### config.mk
export PLATFORM = sky130hd
export DESIGN_NAME = nes_pad_poll_scheduler_flat
export DESIGN_NICKNAME = d
export VERILOG_FILES = /design/src/rtl/nes_pad_poll_scheduler_pkg.sv /design/src/rtl/nes_pad_poll_scheduler_if.sv /design/src/rtl/nes_pad_poll_scheduler_tick.sv /design/src/rtl/nes_pad_poll_scheduler.sv /design/src/flat_wrapper.sv
export SDC_FILE = /design/constraint.sdc
export NUM_CORES = 1
export LEC_CHECK = 0
export ABC_AREA = 1
export BUFFER_PORTS_ARGS = -buffer_cell sky130_fd_sc_hd__buf_4
export CORE_ASPECT_RATIO = 1.5
export CORE_MARGIN = 2
export CORE_UTILIZATION = 63
export DETAILED_ROUTE_END_ITERATION = 6
export GPL_TIMING_DRIVEN = 0
export PLACE_DENSITY = 0.92
export SLEW_MARGIN = 20
export SYNTH_ARGS = -nofsm -noshare
export SYNTH_HDL_FRONTEND = slang
export SYNTH_HIERARCHICAL = 1
export SYNTH_SLANG_ARGS = --single-unit
### constraint.sdc
create_clock -name i_clk -period 3.1 [get_ports i_clk]
set_clock_uncertainty 0.2 [all_clocks]
set_input_delay 0 -clock i_clk [delete_from_list [all_inputs] [get_ports i_clk]]
set_output_delay 0 -clock i_clk [all_outputs]
set_load 0.05 [all_outputs]
### src/rtl/nes_pad_poll_scheduler_pkg.sv
// rtl/nes_pad_poll_scheduler_pkg.sv - shared states, button indices and timing defaults for the pad poller
package nes_pad_pkg;

  typedef enum logic [2:0] {
    IDLE,
    LATCH,
    HOLD,
    LOW,
    DONE
  } state_t;

  localparam int BTN_A      = 0;
  localparam int BTN_B      = 1;
  localparam int BTN_SELECT = 2;
  localparam int BTN_START  = 3;
  localparam int BTN_UP     = 4;
  localparam int BTN_DOWN   = 5;
  localparam int BTN_LEFT   = 6;
  localparam int BTN_RIGHT  = 7;

  localparam int DEF_TICK_CYCLES = 162;
  localparam int DEF_POLL_CYCLES = 450000;
  localparam int DEF_NUM_BITS    = 9;

endpackage

### src/rtl/nes_pad_poll_scheduler_if.sv
// rtl/nes_pad_poll_scheduler_if.sv - host request/result and pad connector signals of the poller
interface nes_pad_poll_scheduler_if;
  logic       i_enable;
  logic       i_req;
  logic       o_latch;
  logic [1:0] o_clk;
  logic [1:0] i_data;
  logic [7:0] o_pad0;
  logic [7:0] o_pad1;
  logic [1:0] o_present;
  logic       o_valid;
  logic       o_busy;
  logic       o_drop;

  modport slave (
    input  i_enable, i_req, i_data,
    output o_latch, o_clk, o_pad0, o_pad1, o_present, o_valid, o_busy, o_drop
  );

  modport master (
    output i_enable, i_req, i_data,
    input  o_latch, o_clk, o_pad0, o_pad1, o_present, o_valid, o_busy, o_drop
  );
endinterface

### src/rtl/nes_pad_poll_scheduler_tick.sv
// rtl/nes_pad_poll_scheduler_tick.sv - 6 us tick divider with synchronous clear
import nes_pad_pkg::*;

module nes_pad_tick #(
  parameter int TICK_CYCLES = DEF_TICK_CYCLES
) (
  input  logic i_clk,
  input  logic i_rst,
  input  logic i_clear,
  output logic o_tick
);
  localparam int W = (TICK_CYCLES > 1) ? $clog2(TICK_CYCLES) : 1;
  localparam logic [W-1:0] LAST = W'(TICK_CYCLES - 1);

  logic [W-1:0] cnt;

  // Count 0..TICK_CYCLES-1; clear restarts the tick phase at the start of a poll
  always_ff @(posedge i_clk) begin
    if (i_rst || i_clear) cnt <= '0;
    else if (cnt == LAST) cnt <= '0;
    else                  cnt <= cnt + 1'b1;
  end

  assign o_tick = (cnt == LAST);
endmodule

### src/rtl/nes_pad_poll_scheduler.sv
// rtl/nes_pad_poll_scheduler.sv - arbitrates periodic/host polls and serialises both NES pad ports
import nes_pad_pkg::*;

module nes_pad_poll_scheduler #(
  parameter int TICK_CYCLES = DEF_TICK_CYCLES,
  parameter int POLL_CYCLES = DEF_POLL_CYCLES,
  parameter int NUM_BITS    = DEF_NUM_BITS
) (
  input logic                       i_clk,
  input logic                       i_rst,
  nes_pad_poll_scheduler_if.slave   pads
);
  localparam int PW = (POLL_CYCLES > 1) ? $clog2(POLL_CYCLES) : 1;
  localparam logic [PW-1:0] LAST_POLL = PW'(POLL_CYCLES - 1);
  localparam logic [3:0]    LAST_BIT  = 4'(NUM_BITS - 1);

  state_t              state, state_next;
  logic [3:0]          bit_idx, bit_next;
  logic [1:0]          sync_q1, sync_q2;
  logic [PW-1:0]       poll_cnt;
  logic                periodic, req_any, accept, pending, drop_q;
  logic                tick, sample, latch, valid_q;
  logic [1:0]          pclk, present_q;
  logic [NUM_BITS-2:0] sr0, sr1;
  logic [NUM_BITS-1:0] sr0_next, sr1_next;
  logic [7:0]          pad0_q, pad1_q;

  // Two-flop synchroniser per port for the asynchronous pad data lines
  always_ff @(posedge i_clk) begin
    if (i_rst) begin
      sync_q1 <= '0;
      sync_q2 <= '0;
    end else begin
      sync_q1 <= pads.i_data;
      sync_q2 <= sync_q1;
    end
  end

  assign periodic = pads.i_enable && (poll_cnt == LAST_POLL);

  // Frame-rate counter; parked at zero while periodic polling is disabled
  always_ff @(posedge i_clk) begin
    if (i_rst || !pads.i_enable) poll_cnt <= '0;
    else if (periodic)           poll_cnt <= '0;
    else                         poll_cnt <= poll_cnt + 1'b1;
  end

  assign req_any = pads.i_req | periodic;
  assign accept  = (state == IDLE) && pending;

  // One-deep request slot; a request landing on the accept cycle refills it instead of dropping
  always_ff @(posedge i_clk) begin
    if (i_rst) begin
      pending <= 1'b0;
      drop_q  <= 1'b0;
    end else begin
      drop_q <= req_any && pending && !accept;
      if (accept)       pending <= req_any;
      else if (req_any) pending <= 1'b1;
    end
  end

  nes_pad_tick #(.TICK_CYCLES(TICK_CYCLES)) u_tick (
    .i_clk   (i_clk),
    .i_rst   (i_rst),
    .i_clear (accept),
    .o_tick  (tick)
  );

  // Poll state register
  always_ff @(posedge i_clk) begin
    if (i_rst) begin
      state   <= IDLE;
      bit_idx <= '0;
    end else begin
      state   <= state_next;
      bit_idx <= bit_next;
    end
  end

  // Poll sequencing; bit_idx counts latch ticks in LATCH and shifted bits afterwards
  always_comb begin
    state_next = state;
    bit_next   = bit_idx;
    latch      = 1'b0;
    pclk       = 2'b11;
    sample     = 1'b0;
    case (state)
      IDLE: begin
        if (pending) begin
          state_next = LATCH;
          bit_next   = '0;
        end
      end
      LATCH: begin
        latch = 1'b1;
        if (tick) begin
          if (bit_idx == 4'd1) begin
            state_next = HOLD;
            bit_next   = '0;
          end else begin
            bit_next = bit_idx + 4'd1;
          end
        end
      end
      HOLD: begin
        sample = tick;
        if (tick) state_next = (bit_idx == LAST_BIT) ? DONE : LOW;
      end
      LOW: begin
        pclk = 2'b00;
        if (tick) begin
          state_next = HOLD;
          bit_next   = bit_idx + 4'd1;
        end
      end
      DONE:    state_next = IDLE;
      default: state_next = IDLE;
    endcase
  end

  assign sr0_next = {~sync_q2[0], sr0};
  assign sr1_next = {~sync_q2[1], sr1};

  // Shift in button bits LSB first and publish both pads together on the final bit
  always_ff @(posedge i_clk) begin
    if (i_rst) begin
      sr0       <= '0;
      sr1       <= '0;
      pad0_q    <= '0;
      pad1_q    <= '0;
      present_q <= '0;
      valid_q   <= 1'b0;
    end else begin
      valid_q <= 1'b0;
      if (sample) begin
        sr0 <= sr0_next[NUM_BITS-1:1];
        sr1 <= sr1_next[NUM_BITS-1:1];
        if (bit_idx == LAST_BIT) begin
          present_q <= {sr1_next[NUM_BITS-1], sr0_next[NUM_BITS-1]};
          pad0_q    <= sr0_next[NUM_BITS-1] ? sr0_next[7:0] : 8'h00;
          pad1_q    <= sr1_next[NUM_BITS-1] ? sr1_next[7:0] : 8'h00;
          valid_q   <= 1'b1;
        end
      end
    end
  end

  assign pads.o_latch   = latch;
  assign pads.o_clk     = pclk;
  assign pads.o_pad0    = pad0_q;
  assign pads.o_pad1    = pad1_q;
  assign pads.o_present = present_q;
  assign pads.o_valid   = valid_q;
  assign pads.o_busy    = (state != IDLE);
  assign pads.o_drop    = drop_q;
endmodule

### src/flat_wrapper.sv
// flat-port wrapper written by rule: the top's interface ports become plain ports
module nes_pad_poll_scheduler_flat 
#(
  parameter int TICK_CYCLES = DEF_TICK_CYCLES,
  parameter int POLL_CYCLES = DEF_POLL_CYCLES,
  parameter int NUM_BITS    = DEF_NUM_BITS
)
  (i_clk, i_rst, pads_i_enable, pads_i_req, pads_i_data, pads_o_latch, pads_o_clk, pads_o_pad0, pads_o_pad1, pads_o_present, pads_o_valid, pads_o_busy, pads_o_drop);
  nes_pad_poll_scheduler_if pads_i ();
  input logic i_clk;
  input logic i_rst;
  input wire logic [$bits(pads_i.i_enable)-1:0] pads_i_enable;
  input wire logic [$bits(pads_i.i_req)-1:0] pads_i_req;
  input wire logic [$bits(pads_i.i_data)-1:0] pads_i_data;
  output wire logic [$bits(pads_i.o_latch)-1:0] pads_o_latch;
  output wire logic [$bits(pads_i.o_clk)-1:0] pads_o_clk;
  output wire logic [$bits(pads_i.o_pad0)-1:0] pads_o_pad0;
  output wire logic [$bits(pads_i.o_pad1)-1:0] pads_o_pad1;
  output wire logic [$bits(pads_i.o_present)-1:0] pads_o_present;
  output wire logic [$bits(pads_i.o_valid)-1:0] pads_o_valid;
  output wire logic [$bits(pads_i.o_busy)-1:0] pads_o_busy;
  output wire logic [$bits(pads_i.o_drop)-1:0] pads_o_drop;
  assign pads_i.i_enable = pads_i_enable;
  assign pads_i.i_req = pads_i_req;
  assign pads_i.i_data = pads_i_data;
  assign pads_o_latch = pads_i.o_latch;
  assign pads_o_clk = pads_i.o_clk;
  assign pads_o_pad0 = pads_i.o_pad0;
  assign pads_o_pad1 = pads_i.o_pad1;
  assign pads_o_present = pads_i.o_present;
  assign pads_o_valid = pads_i.o_valid;
  assign pads_o_busy = pads_i.o_busy;
  assign pads_o_drop = pads_i.o_drop;
  nes_pad_poll_scheduler #(.TICK_CYCLES(TICK_CYCLES), .POLL_CYCLES(POLL_CYCLES), .NUM_BITS(NUM_BITS)) u_core (.i_clk(i_clk), .i_rst(i_rst), .pads(pads_i));
endmodule
==> flow_summary.json <==
{
  "critPathKind": "flop to flop",
  "clk_root_buffer_cell": "sky130_fd_sc_hd__clkbuf_8",
  "wire_per_inst_um": 12.46,
  "run_status": "complete, no violations",
  "grt_max_degree": 16,
  "setup_violations": 0,
  "place.gp.congestion": 0.9137,
  "crit_path_start_kind": "flop",
  "critPathCaptureType": "flop",
  "route.final.wire_length_mm": 7.051,
  "post-cts-setup-buffer-count": 0,
  "timing.final.crit_share_pct": 71.58,
  "placementRows": 32,
  "timing.final.hold_violations": 0,
  "vias_per_cell": 5.398,
  "remaining_drc_errors": 0,
  "clk_pin_slew_ns": 0.08,
  "place_area_um2": 3664,
  "synth_top_area_share_pct": 44.68,
  "power_per_cell_area_nw_per_um2": 540.3,
  "synthMuxAreaShare_pct": 0,
  "growth_of_design_area_from_synthesis_to_finish_pct": 16.23,
  "critical-path-max-stage-delay_ns": 0.54,
  "standard_cell_with_the_maximum_stage_delay_on_the_critical_path": "sky130_fd_sc_hd__dlygate4sd3_1",
  "cell_accounting_for_the_most_synthesized_area": "sky130_fd_sc_hd__dfxtp_1",
  "tritoncts": "done",
  "crit_arrival_ns": 2.32,
  "peakVddDrop_v": 0.0004246,
  "layout-drive-gt1-share_pct": 16.87,
  "seq_area_frac_synth_pct": 44.68,
  "numCtsBuffers": 9,
  "first_global_vias": 2995,
  "first_iter_violations": 233,
  "max_freq_ghz": 0.4506,
  "cts.sinks": 75,
  "synth_simple_gate_area_share_pct": 32.02,
  "dominantRegCellSynth": "sky130_fd_sc_hd__dfxtp_1",
  "xor_xnor_fraction_of_synth_area_pct": 3.127,
  "final_period_minus_worst_setup_slack_ns": 2.219,
  "grt_overflow": 0,
  "post_layout_inst_area_um2": 3906,
  "io-pin-count": 30,
  "worstPathMaxFanout": 6,
  "post-dp-hpwl_mm": 5.084,
  "postSynthNetCount": 459,
  "initial_utilization_pct": 65.58,
  "grt_first_pass_wirelength_mm": 12.28,
  "initial_antenna_violation_count": 0,
  "worst_skew_pair.late_latency_ns": 0.36,
  "worst_slew_margin_rel_pct": 68.86,
  "yosysWarningCount": 6,
  "first_pass_iters": 4,
  "ys_async_sr_fraction_pct": 0,
  "mappedNetlistArea_um2": 3361,
  "cts_max_level": 3,
  "holdBufCountCts": 6,
  "synth-compound-area-share_pct": 9.717,
  "cp_num_buf_inv": 1,
  "path_delay_family": "simple AND/OR/NAND/NOR gates",
  "most_prevalent_standard_cell_on_the_critical_path": "sky130_fd_sc_hd__nand2_1",
  "max_cap_viol_count": 0,
  "final_max_slew_violation_count": 0,
  "power.leakage_uw": 0.001557,
  "fp.dieH_um": 93.45,
  "post_cts_resize_count": 0,
  "antennaDiodeCount": 0,
  "gr-usage-all-layers_pct": 26.24,
  "dr_total_vias": 3055,
  "cp_data_required_time_ns": 3.20,
  "timing.setup.tns_ns": 0,
  "holdCritPathClass": "input pin to flop",
  "max-clock-path-buffers": 2,
  "ys_types": 32,
  "synthAdderAreaFrac_pct": 2.234,
  "rsz0062_at_grt": "no",
  "synth.area.top_cells": "sky130_fd_sc_hd__dfxtp_1 (45%), sky130_fd_sc_hd__nand2_1 (10%), sky130_fd_sc_hd__nor2_1 (8.8%)",
  "synth_top_family_by_area": "simple AND/OR/NAND/NOR gates",
  "die_boundary_width_um": 63.64,
  "crit_chain": "ha_1, nand3_2, nor3_2, nand3_2, nand2_1, dlygate4sd3_1, nand2_1, nand2_1",
  "synth_enable_flop_cells": 0,
  "floorplan.core_area_um2": 5125,
  "total_die_area_um2": 5947,
  "fillers": 387,
  "ant_nets": 0,
  "io_port_bufs": 29,
  "synth.ff_latch_count": 75,
  "syn_inst": 447,
  "worst-slew-pin-transition_ns": 0.4671,
  "layout.nets": 505,
  "syn_area_per_cell_um2": 7.518
}
==> worst register-to-register path, stage by stage, from the launching register on <==
cell	delay, ns
sky130_fd_sc_hd__dfxtp_1	0.43
sky130_fd_sc_hd__ha_1	0.36
sky130_fd_sc_hd__nand3_2	0.16
sky130_fd_sc_hd__nor3_2	0.16
sky130_fd_sc_hd__nand3_2	0.14
sky130_fd_sc_hd__nand2_1	0.08
sky130_fd_sc_hd__dlygate4sd3_1	0.54
sky130_fd_sc_hd__nand2_1	0.05
sky130_fd_sc_hd__nand2_1	0.05
==> cell usage after synthesis (6+ instances only) <==
| cell | n |
|---|---|
| sky130_fd_sc_hd__o21ai_0 | 23 |
| sky130_fd_sc_hd__inv_1 | 41 |
| sky130_fd_sc_hd__a21oi_1 | 32 |
| sky130_fd_sc_hd__nand3_1 | 21 |
| sky130_fd_sc_hd__nand2_1 | 91 |
| sky130_fd_sc_hd__nand4_1 | 18 |
| sky130_fd_sc_hd__xor2_1 | 8 |
| sky130_fd_sc_hd__dfxtp_1 | 75 |
| sky130_fd_sc_hd__ha_1 | 6 |
| sky130_fd_sc_hd__buf_6 | 6 |
| sky130_fd_sc_hd__nor2_1 | 79 |
| sky130_fd_sc_hd__nor2_2 | 8 |
==> metal layers <==
layer  GRT usage (%)  part of all wire (%)  vias to the layer above
li1                -                     -                     1526
met1           26.10                    38                     1415
met2           48.95                    54                       93
met3           5.415                   4.7                       21
met4           15.94                   3.2                        0
met5               0                     0                        -
==> where the power goes <==
group | switching, uW | internal, uW | total (uW)
clock | 398 | 304 | 702
combinational | 255 | 121 | 376
sequential | 38.8 | 994 | 1030
==> cell usage in the layout, fill, tap and decap left out, types with 3 or more instances in the layout <==
| master | instances |
|---|---|
| sky130_fd_sc_hd__ha_1 | 6 |
| sky130_fd_sc_hd__xnor2_1 | 4 |
| sky130_fd_sc_hd__inv_1 | 41 |
| sky130_fd_sc_hd__buf_6 | 6 |
| sky130_fd_sc_hd__clkbuf_8 | 9 |
| sky130_fd_sc_hd__a21oi_1 | 32 |
| sky130_fd_sc_hd__dlygate4sd3_1 | 6 |
| sky130_fd_sc_hd__nand4_1 | 18 |
| sky130_fd_sc_hd__dfxtp_1 | 75 |
| sky130_fd_sc_hd__nand3_1 | 21 |
| sky130_fd_sc_hd__o21ai_0 | 23 |
| sky130_fd_sc_hd__xor2_1 | 8 |
| sky130_fd_sc_hd__nand2_4 | 4 |
| sky130_fd_sc_hd__a21oi_2 | 4 |
| sky130_fd_sc_hd__nor2_2 | 8 |
| sky130_fd_sc_hd__nand2_1 | 91 |
| sky130_fd_sc_hd__nor2_1 | 79 |
| sky130_fd_sc_hd__inv_2 | 3 |
| sky130_fd_sc_hd__inv_6 | 3 |
| sky130_fd_sc_hd__buf_4 | 30 |
| sky130_fd_sc_hd__nand3_2 | 4 |
==> through the flow <==
step | power [uW] | cells | setup WS, ns | util, % | hold WS (ns)
floorplan | 1333 | 447 | 1.048 | - | -0.09303
global placement | 1406 | 544 | 1.132 | 71.48 | 0.01592
detailed placement | 1421 | 544 | 1.093 | 71.48 | 0.02210
CTS | 2125 | 566 | 0.8961 | 76.22 | 0.1898
global route | 2206 | 566 | 0.7414 | 76.22 | 0.2132
finish | 2111 | 566 | 0.8809 | 76.22 | 0.2021
==> sequential cells by signal, summed over array words and instances, names as in the netlist <==
name and cells:
u_core/pending 1, u_core/sr1 8, u_core/sync_q1 2, u_core/bit_idx 4
u_core/poll_cnt 19, u_core/u_tick/cnt 8, u_core/sync_q2 2, u_core/state 3
u_core/pads.o_drop 1, u_core/pads.o_valid 1, u_core/pads.o_present 2, u_core/pads.o_pad0 8
u_core/sr0 8, u_core/pads.o_pad1 8
==> worst paths after layout <==
kind / to / depth (start not counted) / slack [ns] / from
worst min register to register: u_core/sync_q2[1] / 2 / 0.20 / u_core/sync_q1[1]
worst min-delay path: u_core/sync_q1[0] / 4 / 0.20 / pads_i_data[0]
worst max register to register: u_core/pending / 8 / 0.88 / u_core/poll_cnt[0]
worst max-delay path: u_core/pending / 8 / 0.88 / u_core/poll_cnt[0]
==> cell families after synthesis <==
| group | Yosys count |
|---|---|
| buf+inv | 59 |
| flops | 75 |
| simple gates | 234 |
| xor+xnor | 12 |
| fa+ha+maj | 6 |
| compound gates | 61 |
==> area by class of cell <==
class | instances | area, um2 | area share, %
well taps | 68 | 85.08 | 2.178
multi-input cells | 313 | 1583 | 40.52
repair buffers | 35 | 277.8 | 7.111
flip-flops and latches | 75 | 1501 | 38.44
plain buffers | 13 | 103.9 | 2.659
clock buffers | 9 | 123.9 | 3.171
inverters | 46 | 172.7 | 4.420
clock inverters | 7 | 58.81 | 1.505
No activity file was read; power rests on OpenSTA's default activity.
